--- config.mk ---
export PLATFORM = sky130hd
export DESIGN_NAME = credit_tx_flat
export DESIGN_NICKNAME = d
export VERILOG_FILES = /design/src/rtl/dti_credit_pkg.sv /design/src/rtl/dti.sv /design/src/rtl/credit_counter.sv /design/src/rtl/credit_tx.sv /design/src/flat_wrapper.sv
export SDC_FILE = /design/constraint.sdc
export NUM_CORES = 1
export LEC_CHECK = 0
export ABC_CLOCK_PERIOD_IN_PS = 4600
export BUFFER_PORTS_ARGS = -buffer_cell sky130_fd_sc_hd__buf_2
export CORE_MARGIN = 10
export CORE_UTILIZATION = 30
export CTS_CLUSTER_DIAMETER = 40
export DETAILED_ROUTE_END_ITERATION = 7
export HOLD_SLACK_MARGIN = 0.1
export PLACE_DENSITY = 0.62
export SLEW_MARGIN = 20
export SYNTH_ARGS = -nofsm -noshare
export SYNTH_HDL_FRONTEND = slang
export SYNTH_HIERARCHICAL = 1
export SYNTH_SLANG_ARGS = --single-unit
--- constraint.sdc ---
create_clock -name clk -period 4.6 [get_ports clk]
set_clock_uncertainty 0.1 [all_clocks]
set_input_delay 0 -clock clk [delete_from_list [all_inputs] [get_ports clk]]
set_output_delay 0 -clock clk [all_outputs]
set_load 0.03 [all_outputs]
--- src/rtl/dti_credit_pkg.sv ---
// Shared helpers for the credit-based stream link.
// Used by both the transmitter and the companion receiver.
package dti_credit_pkg;

    // Bits needed to hold a credit count in the range 0..depth.
    function automatic int credit_width(input int depth);
        return $clog2(depth + 1);
    endfunction

endpackage

--- src/rtl/dti.sv ---
// Valid/ready/data stream bundle.
// The producer drives valid/data; the consumer drives ready.
interface dti #(
    parameter int W = 16
) ();
    logic         valid;
    logic         ready;
    logic [W-1:0] data;

    modport producer (output valid, output data, input ready);
    modport consumer (input valid, input data, output ready);
endinterface

--- src/rtl/credit_counter.sv ---
// Credit count with saturation at DEPTH and a sticky overflow flag.
// The caller only asserts dec while the count is nonzero.
module credit_counter
    import dti_credit_pkg::*;
#(
    parameter int DEPTH = 2,
    localparam int CW = credit_width(DEPTH)
) (
    input  logic          clk,
    input  logic          rst,
    input  logic          dec,
    input  logic          inc,
    output logic [CW-1:0] count,
    output logic          nonzero,
    output logic          full,
    output logic          overflow
);

    localparam logic [CW-1:0] FULL = CW'(DEPTH);

    assign nonzero = (count != '0);
    assign full    = (count == FULL);

    always_ff @(posedge clk) begin
        if (rst) begin
            count    <= FULL;
            overflow <= 1'b0;
        end else if (dec && !inc) begin
            count <= count - 1'b1;
        end else if (inc && !dec) begin
            // A credit beyond DEPTH means the remote side miscounted.
            if (full) overflow <= 1'b1;
            else      count    <= count + 1'b1;
        end
    end

endmodule

--- src/rtl/credit_tx.sv ---
// Credit-based link transmitter: registers one word per transfer
// and only accepts data while the remote buffer has room.
module credit_tx
    import dti_credit_pkg::*;
#(
    parameter int DEPTH = 2,
    parameter int DIN   = 16,
    localparam int CW = credit_width(DEPTH)
) (
    input  logic           clk,
    input  logic           rst,
    dti.consumer           din,
    output logic           tx_valid,
    output logic [DIN-1:0] tx_data,
    input  logic           credit_in,
    output logic [CW-1:0]  credits,
    output logic           idle,
    output logic           overflow
);

    logic xfer;
    logic nonzero;
    logic full;

    assign din.ready = nonzero;
    assign xfer      = din.valid && nonzero;
    assign idle      = full && !tx_valid;

    credit_counter #(
        .DEPTH (DEPTH)
    ) u_cnt (
        .clk      (clk),
        .rst      (rst),
        .dec      (xfer),
        .inc      (credit_in),
        .count    (credits),
        .nonzero  (nonzero),
        .full     (full),
        .overflow (overflow)
    );

    always_ff @(posedge clk) begin
        if (rst) begin
            tx_valid <= 1'b0;
            tx_data  <= '0;
        end else begin
            tx_valid <= xfer;
            if (xfer) tx_data <= din.data;
        end
    end

endmodule

--- src/flat_wrapper.sv ---
// flat-port wrapper written by rule: the top's interface ports become plain ports
module credit_tx_flat import dti_credit_pkg::*;
#(
    parameter int DEPTH = 2,
    parameter int DIN   = 16,
    localparam int CW = credit_width(DEPTH)
)
  (clk, rst, tx_valid, tx_data, credit_in, credits, idle, overflow, din_valid, din_data, din_ready);
  dti #(.W(16)) din_i ();
  input  logic clk;
  input  logic rst;
  output logic tx_valid;
  output logic [DIN-1:0] tx_data;
  input  logic credit_in;
  output logic [CW-1:0] credits;
  output logic idle;
  output logic overflow;
  input wire logic [$bits(din_i.valid)-1:0] din_valid;
  input wire logic [$bits(din_i.data)-1:0] din_data;
  output wire logic [$bits(din_i.ready)-1:0] din_ready;
  assign din_i.valid = din_valid;
  assign din_i.data = din_data;
  assign din_ready = din_i.ready;
  credit_tx #(.DEPTH(DEPTH), .DIN(DIN)) u_core (.clk(clk), .rst(rst), .din(din_i), .tx_valid(tx_valid), .tx_data(tx_data), .credit_in(credit_in), .credits(credits), .idle(idle), .overflow(overflow));
endmodule
==> metrics, run 1 <==
TritonRoute pass-1 iters 4; count of input and output buffers 41; Max Fclk around 0.40 GHz; overall die area between 0.005 and 0.006 sq mm; total congestion overflow after global routing 0; portion of synthesized cell area occupied by the leading cell type roughly 41%; synthesized area slightly below 0.001 sq mm; startpoint of the worst setup timing path u_core/u_cnt/count[1]; worst setup path class flip-flop to flip-flop; worst vdd ir 0.0002146 V; total number of vias ~950; number of DRC violations after detailed routing 0; max-cap viol count 0; number of hold violations in the final report 0; transition time at the pin with the least slew margin between 0.6 and 0.7 ns; H-tree depth 1; largest net degree at the start of global routing 35; Static Leakage around 0.71 nW; Sum Neg Setup Slack 0 ns; final setup fails 0; mean area per synthesized cell 10.13 sq um; number of antenna diodes 0; overall routing resource usage approximately a tenth; area taken by multi-input logic gates just under 500 sq um; post-detailed-routing wire length roughly 2800 microns; warning count from the yosys run 6; CTS tree done; post-layout min period roughly 2.5 ns; Clock transition at path regs between 0.1 and 0.15 ns; Critical Path, Cell by Cell or2_2, and2_1, inv_1, ha_1, a31oi_1, nor2_1, dlygate4sd3_1; DP Area about 0.0012 sq mm; Worst setup EP type flip-flop; class of the most critical hold timing path input pin to flip-flop; count of boundary I/O pins 42; DIE WIDTH 77.22 microns; Inserted Clock Buffers 3; Critical Path Max Stage Delay approximately 0.57 ns; post-layout utilization of the core around 50%; Final Wtd Congestion slightly below 0.7; source of the worst register-to-register timing path u_core/u_cnt/count[1]; Data arrival, critical path about 2.6 ns; final count of pins violating max slew 0; via count of the first global-routing pass 1008; clock network latency to the later pin of the worst-skew pair approximately 0.3 ns; wire length of the first global-routing pass 4719 microns; Power per Cell Area around 290 mW/mm^2; Iteration-0 DRC Markers 49; area of the core between 0.003 and 0.004 sq mm; Clock Path Buffers 2; part of the Yosys area used for sequential elements 40.76%; net count after synthesis 119; Final #Nets 190; Synth Register Bits 20; crit path launch type flip-flop; layout overhead on the synthesized area 57.32%; die height approximately 77 microns; Post-DRT Antenna Nets 0; clock sink count 20; Synth cell types 23; CTS Root Buffer Type clkbuf_4; Fin Hold WS roughly 0.33 ns; final worst-path setup slack around 2.1 ns; initial core utilization 31.65%; Filler Cell Count 320; Post-Place Setup Slack ~2.3 ns; most common cell after layout, fill and taps aside buf_2; HP Start din_valid; number of instances in the synthesized netlist 97; max_slew headroom 59.58%; period utilization a little over half; number of antenna violations at the first check in global routing 0; result of the run complete, no violations; required arrival time at the worst endpoint ~4.7 ns; routed length per placed instance about 13 microns; post-DR vias/cell 4.483; number of core rows 20; maximum fanout along the worst path 34; Sequential Area roughly 400 sq um; largest cells by area after synthesis dfxtp_1 (41%), a21bo_1 (14%), a21oi_2 (12%); total of cells resized after clock tree synthesis 0; Critical-path top delay cell dlygate4sd3_1; RSZ-0062 raised after global routing no; top library cells by usage in the layout, fill and taps aside buf_2 (41), dlygate4sd3_1 (35), dfxtp_1 (20); ratio of cells with drive above 1 in the final layout approximately 38%; final cell area excluding filler cells between 0.0015 and 0.002 sq mm; Yosys top cell by area dfxtp_1
==> cell usage after synthesis, drive strengths merged <==
cell type,n
a211o,1
a21bo,16
a21oi,17
a31oi,1
and2,1
and2b,1
buf,10
dfxtp,20
ha,2
inv,3
nand2,1
nand3,16
nor2,1
nor2b,2
nor3,1
o21ai,1
or2,1
or3b,1
xnor2,1
==> metrics by stage <==
| stage | total power [mW] | cells |
|---|---|---|
| after CTS | 0.4530 | 211 |
| final | 0.4491 | 211 |
| after global routing | 0.4792 | 211 |
| after detailed placement | 0.3234 | 172 |
| after floorplan | 0.2972 | 97 |
| after global placement | 0.3199 | 172 |
==> report_power, final <==
part           internal [mW]  total (mW)  leakage, nW  switching, mW
clock                 0.0483       0.102       0.0210         0.0541
combinational         0.0663       0.151        0.523         0.0846
sequential             0.187       0.196        0.165        0.00851
total                  0.302       0.449        0.709          0.147
==> routing by layer <==
layer	track usage [%]	vias to the layer above	routed length [microns]
met5	0	-	0
met4	1.642	0	9
met2	15.89	31	1321
met3	5.012	2	225
met1	10.29	436	1216
li1	-	477	-
==> critical path: cells and delay by family, from the launching register on <==
family / cells / cell delay, ns
buf+inv: 2 / 0.63
compound gates: 1 / 0.15
flops: 1 / 0.44
fa+ha+maj: 1 / 0.19
simple gates: 3 / 0.87
==> cell families after synthesis <==
group,share of synthesized area (%)
compound gates,32.36
fa+ha+maj,2.547
xor+xnor,0.8919
buf+inv,9.681
flops,40.76
simple gates,13.76
==> registers in the layout, summed over array words and instances (netlist names) <==
signal / flops
u_core/u_cnt/count: 2
u_core/u_cnt/overflow: 1
u_core/tx_valid: 1
u_core/tx_data: 16
==> repair_timing <==
action                                 CTS  global route
setup buffers                            0             0
endpoints found under the hold margin   19             0
hold buffers                            35             0
==> worst paths after layout <==
path	endpoint	slack, ns	depth (start not counted)
hold reg to reg	u_core/u_cnt/count[0]	0.44	2
setup / recovery	u_core/u_cnt/overflow	2.11	7
setup reg to reg	u_core/u_cnt/overflow	2.11	7
hold / removal	u_core/tx_valid	0.33	3
==> cell type report <==
cell class,count,area share [%]
clock buffer,4,2.348
inverter,3,0.7287
multi-input combinational,64,31.50
sequential,20,25.91
tap,44,3.563
timing repair buffer,76,35.95
(Power assumes the default switching activity.)
==> run 2, diff against run 1 <==
--- a/config.mk
+++ b/config.mk
@@ -5,14 +5,14 @@
 export SDC_FILE = /design/constraint.sdc
 export NUM_CORES = 1
 export LEC_CHECK = 0
-export ABC_CLOCK_PERIOD_IN_PS = 4600
+export ABC_CLOCK_PERIOD_IN_PS = 2000
 export BUFFER_PORTS_ARGS = -buffer_cell sky130_fd_sc_hd__buf_2
 export CORE_MARGIN = 10
 export CORE_UTILIZATION = 30
 export CTS_CLUSTER_DIAMETER = 40
 export DETAILED_ROUTE_END_ITERATION = 7
 export HOLD_SLACK_MARGIN = 0.1
-export PLACE_DENSITY = 0.62
+export PLACE_DENSITY = 0.64
 export SLEW_MARGIN = 20
 export SYNTH_ARGS = -nofsm -noshare
 export SYNTH_HDL_FRONTEND = slang
==> constraint.sdc (replaced) <==
create_clock -name clk -period 2 [get_ports clk]
set_clock_uncertainty 0.1 [all_clocks]
set_input_delay 0 -clock clk [delete_from_list [all_inputs] [get_ports clk]]
set_output_delay 0 -clock clk [all_outputs]
set_load 0.03 [all_outputs]
==> metrics, run 2 (synthesized netlist as in run 1, its figures left out) <==
post-detailed-routing wire length 2832 microns (+2.2%); number of antenna diodes 0 (unchanged); area of the core 0.003103 sq mm (unchanged); Sum Neg Setup Slack 0 ns (unchanged); hold depth 2 (-1); Post-DRT Antenna Nets 0 (unchanged); H-tree depth 1 (unchanged); top library cells by usage in the layout, fill and taps aside buf_2 (41), dlygate4sd3_1 (37), dfxtp_1 (18); setup slack, reg-to-reg 0.09 ns (-2.01 ns); Max Fclk 0.5244 GHz (+31%); DP Wirelength 1770 microns; final count of pins violating max slew 0 (unchanged); largest net degree at the start of global routing 34 (-2.9%); Clock Path Buffers 2 (unchanged); total congestion overflow after global routing 0 (unchanged); maximum fanout along the worst path 4 (-88%); Reg-to-Reg End u_core/u_cnt/overflow; HP Start u_core/u_cnt/count[1]; Post-Place Setup Slack 0.1882 ns (-2.089 ns); TritonRoute pass-1 iters 4 (unchanged); startpoint of the worst setup timing path u_core/u_cnt/count[0]; wire length of the first global-routing pass 4961 microns (+5.1%); Biggest register u_core/tx_data; Data arrival, critical path 2.06 ns (-0.54 ns); final setup fails 0 (unchanged); number of DRC violations after detailed routing 0 (unchanged); worst setup path class flip-flop to flip-flop; post-DR vias/cell 4.475 (-0.20%); overall routing resource usage 9.564% (+0.15 points); clock network latency to the later pin of the worst-skew pair 0.30 ns (about the same); via count of the first global-routing pass 1052 (+4.4%); count of input and output buffers 41 (unchanged); total number of vias 971 (+2.6%); max-cap viol count 0 (unchanged); CTS Root Buffer Type clkbuf_4; routed length per placed instance 13.05 microns (-0.66%); post-layout min period 1.907 ns (-0.5874 ns); class of the most critical hold timing path flip-flop to flip-flop; registers with the highest flip-flop counts u_core/tx_data (16), u_core/u_cnt/count (2); Static Leakage 0.7354 nW (+3.7%); most common cell after layout, fill and taps aside buf_2; DIE WIDTH 77.22 microns (unchanged); Final Wtd Congestion 0.7828 (+13%); family with the most delay on the worst path buffers and inverters; source of the worst register-to-register timing path u_core/u_cnt/count[0]; clock sink count 20 (unchanged); required arrival time at the worst endpoint 2.15 ns (-2.55 ns); sum of buffers and inverters on the critical path 2 (unchanged); worst vdd ir 0.0002539 V (+18%); number of antenna violations at the first check in global routing 0 (unchanged); RSZ-0062 raised after global routing no; period utilization 95.34% (+41 points); number of cells on the worst reg-to-reg path 7 (unchanged); Inserted Clock Buffers 3 (unchanged); Final #Nets 196 (+3.2%); CTS tree done; Critical Path, Cell by Cell or2_4, and2_1, ha_2, inv_1, a31oi_1, nor2_1, dlygate4sd3_1; crit path launch type flip-flop; ratio of cells with drive above 1 in the final layout 39.88% (+2.2 points); layout overhead on the synthesized area 62.80%; Pwr Total 1.014 mW (+130%); overall die area 0.005963 sq mm (unchanged); max FFs per register 16 (unchanged); endpoint of the worst hold path u_core/u_cnt/count[0]; max_slew headroom 65.17% (+5.6 points); DP Area 0.001181 sq mm (+1.9%); final cell area excluding filler cells 0.001599 sq mm (+3.5%); Fin Hold WS 0.4922 ns (+0.1667 ns); Power per Cell Area 634.3 mW/mm^2 (+120%); Critical Path Max Stage Delay 0.55 ns (-0.02 ns); transition time at the pin with the least slew margin 0.5225 ns (-0.08388 ns); Clock transition at path regs 0.12 ns (about the same); Iteration-0 DRC Markers 19 (-61%); number of hold violations in the final report 0 (unchanged); result of the run complete, no violations; initial core utilization 31.65% (unchanged); final worst-path setup slack 0.09319 ns (-2.013 ns); Critical-path top delay cell dlygate4sd3_1; number of core rows 20 (unchanged); Worst setup EP type flip-flop; count of boundary I/O pins 42 (unchanged); die height 77.22 microns (unchanged)
-- run 2: repair_timing --
item / 4_1_cts / 5_1_grt
endpoints found under the setup margin: 0 / 4
endpoints found under the hold margin: 19 / 0
gates resized for setup: 0 / 2
hold buffers: 37 / 0
setup buffers: 0 / 2
-- run 2: per-stage QoR --
stage	utilization, %	std cells
final	51.53	217
after global routing	51.53	217
after CTS	50.85	215
after detailed placement	38.06	174
after global placement	38.06	174
after floorplan	-	97
-- run 2: final cells by class --
| class | count | area [sq um] |
|---|---|---|
| Multi-Input combinational cell | 64 | 491.7 |
| Sequential cell | 20 | 405.4 |
| Tap cell | 44 | 55.05 |
| Timing Repair Buffer | 82 | 609.3 |
| Clock buffer | 4 | 26.28 |
| Fill cell | 316 | 1504 |
| Inverter | 3 | 11.26 |
-- run 2: power breakdown --
| part | internal (mW) | total, mW | switching (mW) |
|---|---|---|---|
| registers | 0.432 | 0.451 | 0.0193 |
| clock network | 0.0775 | 0.197 | 0.120 |
| logic | 0.168 | 0.366 | 0.198 |
| total | 0.678 | 1.01 | 0.337 |
-- run 2: worst max path at each step --
stage / endpoint / slack [ns] / cells past startpoint
6_report: u_core/u_cnt/overflow / 0.09 / 7
5_1_grt: u_core/u_cnt/overflow / 0.006 / 7
3_3_place_gp: u_core/u_cnt/count[1] / 0.25 / 6
4_1_cts: u_core/u_cnt/overflow / 0.05 / 7
3_5_place_dp: u_core/u_cnt/count[1] / 0.19 / 6
2_1_floorplan: u_core/u_cnt/count[1] / 0.007 / 7
-- run 2: routing by layer --
layer / vias to the layer above / GRT usage, % / routed length (microns)
met1: 445 / 11.77 / 1235
met5: - / 0 / 0
met2: 35 / 14.80 / 1299
li1: 489 / - / -
met4: 0 / 1.642 / 6
met3: 2 / 4.662 / 291
-- run 2: worst reg2reg max path, cell delays in order, from the launching register on --
cell and delay, ns:
dfxtp_4 0.37, or2_4 0.25, and2_1 0.16, ha_2 0.20, inv_1 0.08, a31oi_1 0.07, nor2_1 0.07, dlygate4sd3_1 0.55
